`config.mk`:
```
export PLATFORM = sky130hd
export DESIGN_NAME = jt12_wr_sched
export DESIGN_NICKNAME = d
export VERILOG_FILES = /design/src/rtl/jt12_wr_pkg.sv /design/src/rtl/jt12_wr_arb.sv /design/src/rtl/jt12_wr_sched.sv
export SDC_FILE = /design/constraint.sdc
export NUM_CORES = 1
export LEC_CHECK = 0
export CAP_MARGIN = 20
export CELL_PAD_IN_SITES_DETAIL_PLACEMENT = 1
export CELL_PAD_IN_SITES_GLOBAL_PLACEMENT = 2
export CORE_ASPECT_RATIO = 0.6
export CORE_MARGIN = 2
export CORE_UTILIZATION = 33
export DETAILED_ROUTE_END_ITERATION = 6
export PLACE_DENSITY = 0.83
export SLEW_MARGIN = 20
export SYNTH_ARGS = -nofsm -noshare
export SYNTH_HDL_FRONTEND = slang
export SYNTH_SLANG_ARGS = --single-unit
```
`constraint.sdc`:
```
create_clock -name clk -period 3.15 [get_ports clk]
set_clock_uncertainty 0.1 [all_clocks]
set_input_delay 0.4725 -clock clk [delete_from_list [all_inputs] [get_ports clk]]
set_output_delay 0.4725 -clock clk [all_outputs]
set_load 0.02 [all_outputs]
```
`src/rtl/jt12_wr_pkg.sv`:
```
// Shared definitions for the jt12 register-write scheduler: FSM states and
// the register numbers it treats specially.
package jt12_wr_pkg;

  typedef enum logic [2:0] {
    IDLE,
    ADDR,
    GAP,
    DATA,
    WAIT
  } wr_state_e;

  localparam logic [7:0] REG_PCM    = 8'h2A;
  localparam logic [7:0] REG_CLK_N6 = 8'h2D;
  localparam logic [7:0] REG_CLK_N3 = 8'h2E;
  localparam logic [7:0] REG_CLK_N2 = 8'h2F;

  // Prescaler writes must never be followed by a skipped address phase.
  function automatic logic is_prescaler(input logic [7:0] r);
    return (r == REG_CLK_N6) || (r == REG_CLK_N3) || (r == REG_CLK_N2);
  endfunction

endpackage

```
`src/rtl/jt12_wr_arb.sv`:
```
// Two-port arbiter: port 0 has priority, port 1 wins after STARVE
// consecutive port-0 grants taken while port 1 was waiting.
module jt12_wr_arb #(
  parameter int unsigned STARVE = 4
) (
  input  logic clk,
  input  logic rst_n,
  input  logic en_i,
  input  logic p0_valid_i,
  input  logic p1_valid_i,
  output logic p0_ready_o,
  output logic p1_ready_o
);

  localparam int unsigned SW = (STARVE > 0) ? $clog2(STARVE + 1) : 1;

  logic [SW-1:0] starve_q, starve_d;
  logic          gnt0, gnt1;

  always_comb begin
    gnt1       = p1_valid_i & (~p0_valid_i | (starve_q == SW'(STARVE)));
    gnt0       = p0_valid_i & ~gnt1;
    p0_ready_o = en_i & gnt0;
    p1_ready_o = en_i & gnt1;
    starve_d   = starve_q;
    if (p1_ready_o) begin
      starve_d = '0;
    end else if (p0_ready_o && p1_valid_i && (starve_q != SW'(STARVE))) begin
      starve_d = starve_q + 1'b1;
    end
  end

  always_ff @(posedge clk or negedge rst_n) begin
    if (!rst_n) starve_q <= '0;
    else        starve_q <= starve_d;
  end

endmodule

```
`src/rtl/jt12_wr_sched.sv`:
```
// Serialises register writes from a streamer and a CPU port onto the
// jt12_mmr write bus, skipping address phases that repeat the cached one.
module jt12_wr_sched #(
  parameter int unsigned TIMEOUT = 1023,
  parameter int unsigned STARVE  = 4
) (
  input  logic       clk,
  input  logic       rst_n,
  input  logic       p0_valid,
  input  logic       p0_part,
  input  logic [7:0] p0_reg,
  input  logic [7:0] p0_data,
  output logic       p0_ready,
  input  logic       p1_valid,
  input  logic       p1_part,
  input  logic [7:0] p1_reg,
  input  logic [7:0] p1_data,
  output logic       p1_ready,
  output logic       write,
  output logic [1:0] addr,
  output logic [7:0] din,
  input  logic       busy,
  output logic       timeout_err
);
  import jt12_wr_pkg::*;

  localparam int unsigned WDW = (TIMEOUT > 0) ? $clog2(TIMEOUT + 1) : 1;

  wr_state_e      state_q;
  logic           part_q;
  logic [7:0]     reg_q, data_q;
  logic           cache_vld_q;
  logic [8:0]     cache_key_q;
  logic [WDW-1:0] wdog_q;
  logic           err_q, write_q;
  logic [1:0]     addr_q;
  logic [7:0]     din_q;

  logic           arb_en, acc, req_part, req_hit;
  logic [7:0]     req_reg, req_data;

  assign arb_en = (state_q == IDLE);

  jt12_wr_arb #(
    .STARVE(STARVE)
  ) u_arb (
    .clk       (clk),
    .rst_n     (rst_n),
    .en_i      (arb_en),
    .p0_valid_i(p0_valid),
    .p1_valid_i(p1_valid),
    .p0_ready_o(p0_ready),
    .p1_ready_o(p1_ready)
  );

  always_comb begin
    acc      = (p0_valid & p0_ready) | (p1_valid & p1_ready);
    req_part = p1_ready ? p1_part : p0_part;
    req_reg  = p1_ready ? p1_reg  : p0_reg;
    req_data = p1_ready ? p1_data : p0_data;
    req_hit  = cache_vld_q && (cache_key_q == {req_part, req_reg});
  end

  // Bus outputs are loaded on the transition into ADDR/GAP->DATA so they are
  // registered yet line up with the state they belong to.
  always_ff @(posedge clk or negedge rst_n) begin
    if (!rst_n) begin
      state_q     <= IDLE;
      part_q      <= 1'b0;
      reg_q       <= '0;
      data_q      <= '0;
      cache_vld_q <= 1'b0;
      cache_key_q <= '0;
      wdog_q      <= '0;
      err_q       <= 1'b0;
      write_q     <= 1'b0;
      addr_q      <= '0;
      din_q       <= '0;
    end else begin
      write_q <= 1'b0;
      case (state_q)
        IDLE: begin
          if (acc) begin
            part_q  <= req_part;
            reg_q   <= req_reg;
            data_q  <= req_data;
            write_q <= 1'b1;
            if (req_hit) begin
              state_q <= DATA;
              addr_q  <= {req_part, 1'b1};
              din_q   <= req_data;
            end else begin
              state_q <= ADDR;
              addr_q  <= {req_part, 1'b0};
              din_q   <= req_reg;
            end
          end
        end
        ADDR: begin
          cache_key_q <= {part_q, reg_q};
          cache_vld_q <= 1'b1;
          state_q     <= GAP;
        end
        GAP: begin
          write_q <= 1'b1;
          addr_q  <= {part_q, 1'b1};
          din_q   <= data_q;
          state_q <= DATA;
        end
        DATA: begin
          wdog_q <= '0;
          if (is_prescaler(reg_q)) cache_vld_q <= 1'b0;
          state_q <= WAIT;
        end
        WAIT: begin
          if (!busy) begin
            state_q <= IDLE;
          end else if (wdog_q == WDW'(TIMEOUT - 1)) begin
            err_q   <= 1'b1;
            state_q <= IDLE;
          end else begin
            wdog_q <= wdog_q + 1'b1;
          end
        end
        default: state_q <= IDLE;
      endcase
    end
  end

  assign write       = write_q;
  assign addr        = addr_q;
  assign din         = din_q;
  assign timeout_err = err_q;

endmodule

```
Word level (Yosys, flattened, before mapping) --
Index checks and enable logic that the tools add are counted.
Operators by class: divide/modulo/power cells 0, equality and inequality tests 16, multiply operators 0, shift operators 0, order comparisons 0, bitwise operators 10, muxes and demuxes 23, reduce and logical (&&, ||, !) cells 16, add/subtract/negate cells 2
Operators with widths (number):
- $mux 8 | 4
- $eq 8x6->1 const B | 3
- $mux 10 | 2
- $pmux 10 s2 | 1
- $pmux 8 s2 | 1
- $mux 3 | 5
- $pmux 3 s5 | 1
- $add 10x1->10 const B | 1
- $eq 10x10->1 const B | 1
- $eq 9x9->1 | 1
- $ne 2x2->1 const B | 4
- $reduce_and 2->1 | 4
- $reduce_bool 2->1 | 4
- $and 1x1->1 | 6
- $eq 3x2->1 const B | 2
- $eq 3x3->1 const B | 2
- $ne 3x3->1 const B | 2
- $reduce_and 3->1 | 2
- $mux 1 | 4
- $mux 2 | 2
- $pmux 1 s2 | 2
- $pmux 2 s2 | 1
- $add 3x1->3 const B | 1
- $eq 3x1->1 const B | 1
- other kinds (5) | 10
Word-level totals: bits in read-only memories 0, RAM bits 0, bits in registers 55, word-level logic and storage cells 79, memories 0, output and inout bits 14, latch bits 0

Longest topological paths before layout --
depth after elaboration 10, gate-level depth with buffers 9, mapped depth without buffers 7

By module --
Synthesis repeated with hierarchy kept, for this count alone.
Second synthesis, totals: cells, all modules 257, area total of the unflattened synthesis 2772.7 um2
By module, submodules not included:
- jt12_wr_sched | cells an instance 235, times used 1, sequential area each 1301.2 um2, area an instance 2570.0 um2
- jt12_wr_arb | cells an instance 22, times used 1, sequential area each 75.1 um2, area an instance 202.7 um2

Worst setup path before layout --
Ideal clock, no wire load.
path type reg-to-reg, from reg state_q[2], to reg din_q[1], in the netlist din[1], path slack 0.918 ns, setup time 0.136 ns, arrival time 1.996 ns, path buffers 3, period minus slack after synthesis 2.232 ns, cell stages (with the launch flop) 9, required time 2.914 ns, path through dfrtp_1 -> buf_6 -> or4b_1 -> buf_2 -> nor2_4 -> buf_4 -> mux2_2 -> o2111ai_1 -> o211ai_1
Between the ends: cells in the longest elaborated chain, start to end 8, elaborated cells on any way between the ends 18
RTL lines:
- from (decl) | RTL line jt12_wr_sched.sv:29 | wr_state_e state_q;
- from (signal assigned) | RTL line jt12_wr_sched.sv:68 | state_q <= IDLE;
- from (signal assigned) | RTL line jt12_wr_sched.sv:89 | state_q <= DATA;
- from (signal assigned) | RTL line jt12_wr_sched.sv:93 | state_q <= ADDR;
- $logic_not 3->1 (*) | RTL line jt12_wr_sched.sv:42 | assign arb_en = (state_q == IDLE);
- $and 1x1->1 (*) | RTL line jt12_wr_arb.sv:24 | p1_ready_o = en_i & gnt1;
- via p1_ready | RTL line jt12_wr_sched.sv:18 | output logic p1_ready,
- $mux 8 / $mux 1 (equally long branches) | RTL line jt12_wr_sched.sv:59, jt12_wr_sched.sv:58
- $eq 9x9->1 | RTL line jt12_wr_sched.sv:61 | req_hit = cache_vld_q && (cache_key_q == {req_part, req_reg});
- $logic_and 1x1->1 | RTL line jt12_wr_sched.sv:61
- $mux 8 | RTL line jt12_wr_sched.sv:88 | if (req_hit) begin
- $mux 8 | RTL line jt12_wr_sched.sv:83 | if (acc) begin
- $pmux 8 s2 | RTL line jt12_wr_sched.sv:81 | case (state_q)
- to (signal assigned) | RTL line jt12_wr_sched.sv:91 | din_q <= req_data;
- to (signal assigned) | RTL line jt12_wr_sched.sv:95 | din_q <= req_reg;
- to (signal assigned) | RTL line jt12_wr_sched.sv:107 | din_q <= data_q;
- to (decl) | RTL line jt12_wr_sched.sv:37 | logic [7:0] din_q;
Mark *: on every way through the listed nets, which the timed path passes. The rest lies on a longest branch. The select of a mux whose other input is x is not followed. A chain may end at the register's enable or synchronous reset.

Final worst setup path --
from in p1_valid, to out p1_ready
Between the ends: cells in the longest elaborated chain, start to end 2
RTL lines:
- from (decl) | RTL line jt12_wr_sched.sv:14 | input logic p1_valid,
- $and 1x1->1 | RTL line jt12_wr_arb.sv:21 | gnt1 = p1_valid_i & (~p0_valid_i | (starve_q == SW'(STARVE)));
- $and 1x1->1 | RTL line jt12_wr_arb.sv:24
- to (decl) | RTL line jt12_wr_sched.sv:18
Every way passes these cells.

==> impl_metrics.toml <==
[synth]
yosysSeqAreaShare_pct = 46.3
postSynthCellCount = 301
synthArstFlopShare_pct = 100
ys.flop_type = "dfrtp_1"
syn-cell-area_mm2 = 0.00297
synth.distinct_cells = 51
synthTopCellsByArea = "dfrtp_1 46%, mux2_2 6.8%, nand2_1 5.3%"
yosys_warnings = 0
synth_top_area_cell = "dfrtp_1"
yosysTopAreaCellShare_pct = 46.3
syn_area_per_cell_um2 = 9.87
ys_ff_latch = 55
synth_edf_count = 0
syn_nets = 344

[critical_path]
crit_end = "p1_ready"
required_ps = 2580
r2r-start = "state_q[1]"
crit_start = "p1_valid"
crit-reg2reg-capture = "din[6]"
r2r_cells = 6
arrival_ps = 2290
path_max_fanout = 4
worstSetupEndpointType = "output port"
start_kind = "input pin"
rrSetupSlack_ps = 500
worst-setup-path-type = "in2out"

[die]
core_mm2 = 0.00862
boundaryPins = 53
fp.dieH_um = 77.5
fp.dieW_um = 126
num_rows = 26
start_util_pct = 34.5
die-area_mm2 = 0.00980

[power_and_ir_drop]
total_power_mw = 3.31
p_leak_nw = 1.58
intPower_mw = 1.97
p_per_area_mw_per_mm2 = 871
p_sw_share_pct = 40.5
power.switching_mw = 1.34
clkPwrFrac_pct = 17.6
power_frac_comb_pct = 45.3
ir_drop_v = 0.000278
p_seq_share_pct = 37.1

[cts]
cts_tree = "built"
cts_made_buffers = 5
cts_root_buf = "clkbuf_16"
cts_buffer_depth = 2
cts.clk_slew.worst_paths_ps = 80
insertion_delay_ps = 300
htreeDepth = 2
clock-sinks = 55

[global_route]
grt_max_degree = 43
gr-total-overflow = 0
grt_first_pass_wirelength_um = 14900
grt_use_total_pct = 19.8
grt_pass1_vias = 2623
grt_antenna_before_repair = 0

[place]
place_inst = 461
gp_congestion = 0.829
hpwl_um = 7040
port_buffers = 52
place_area_mm2 = 0.00364

[timing]
setup_viol_count_final = 0
whs_ps = 383
relSlewSlack_pct = 57.5
rsz0062_at_grt = "no"
hold_violations = 0
fmax_mhz = 349
setup_tns_ps = 0
min_period_ps = 2870
worst_pin_slew_ps = 629
min_period_over_period_pct = 91.0
slew_viol_final = 0

[layout]
syn2layout_area_growth_pct = 28.0
fin_nets = 400
drive_above_1_share_pct = 12.8
final_cell_mix = "55 x dfrtp_1, 51 x clkdlybuf4s50_1, 42 x nand2_1, 23 x o21ai_0, 18 x mux2_2"
design_area_mm2 = 0.00380
diodes = 0
instances_no_fill = 470
final_common_cell = "dfrtp_1"

[job]
maxCapViolCount = 0

[route]
routed_wirelength_um = 9140
drtAntennaViolNets = 0
vias_per_cell = 5.44
vias = 2555
drc_errors = 0
wire_per_inst_um = 19.4
dr.pass1.iters = 4
drtIter0Drc = 102

[outcome]
status = "completed"

[min_path]
hold_class = "reg2reg"
==> cells in the mapped netlist (all sizes together), types with 2 or more instances <==
cell / count
a2111oi: 5
a21oi: 11
a31oi: 6
and3: 10
and4: 2
buf: 5
clkbuf: 12
dfrtp: 55
ha: 4
inv: 7
mux2: 18
nand2: 42
nand3: 16
nand4: 3
nor2: 13
nor3: 2
nor3b: 3
nor4: 3
nor4b: 2
o2111ai: 3
o211ai: 10
o21a: 3
o21ai: 24
o31ai: 2
xnor2: 9
xor2: 14
==> flip-flops by register name, indices dropped and copies added (netlist names), 2 cells and up <==
register,count
din,8
addr,2
cache_key_q,9
u_arb.starve_q,3
state_q,3
data_q,8
reg_q,8
wdog_q,10
==> routing by layer <==
layer / track usage, % / wire length (um) / up-vias / share of wire (%)
met5: 0 / 0 / - / 0
met3: 4.83 / 625 / 9 / 6.8
met2: 27.3 / 3730 / 64 / 41
met1: 30.6 / 4690 / 1282 / 51
li1: - / - / 1200 / -
met4: 4.95 / 91 / 0 / 1.0
==> timing repair <==
| action | CTS | global route |
|---|---|---|
| hold endpoints to repair | 13 | 0 |
| hold buffers | 1 | 0 |
| gates resized for setup | 0 | 0 |
| setup buffers | 0 | 0 |
==> cell families (layout without fill, tap and decap cells) <==
logic type	Yosys count	count (layout)	synth area share [%]
compound gates	72	72	15.9
xor+xnor	23	23	6.78
fa+ha+maj	4	4	1.68
buf+inv	24	81	3.62
flops	55	55	46.3
mux	19	19	7.16
simple gates	104	104	18.5
==> power by group through the flow <==
stage | Sequential (mW) | Clock [mW] | Combinational [mW]
global route | 1.27 | 0.622 | 1.67
detailed placement | 1.24 | 0 | 1.50
floorplan | 1.23 | 0 | 0.910
global placement | 1.22 | 0 | 1.46
CTS | 1.23 | 0.597 | 1.51
finish | 1.23 | 0.583 | 1.50
==> critical path: stages <==
cell,delay [ps]
clkdlybuf4s50_1,490
or4b_1,510
nor2_4,170
clkdlybuf4s50_1,640
==> area by class of cell <==
cell class | count | area (um2)
Clock buffer | 5 | 125
Clock inverter | 3 | 23.8
Fill cell | 966 | 4820
Inverter | 7 | 26.3
Multi-Input combinational cell | 222 | 1490
Sequential cell | 55 | 1380
Tap cell | 112 | 140
Timing Repair Buffer | 66 | 623
==> through the flow <==
step           setup WS, ps  utilization (%)
3_5_place_dp           83.3             42.2
4_1_cts                 270             44.1
3_3_place_gp            208             42.2
2_1_floorplan           918                -
5_1_grt                 121             44.1
6_report                283             44.1
==> worst min-delay path by stage <==
stage	end	cells past startpoint	slack, ps	from
floorplan	addr[0]	0	80	rst_n
global placement	write	1	290	rst_n
detailed placement	write	1	300	rst_n
CTS	data_q[1]	2	390	data_q[1]
global route	wdog_q[6]	1	430	wdog_q[6]
finish	timeout_err	2	380	timeout_err
Power figures use the tool's default switching activity.
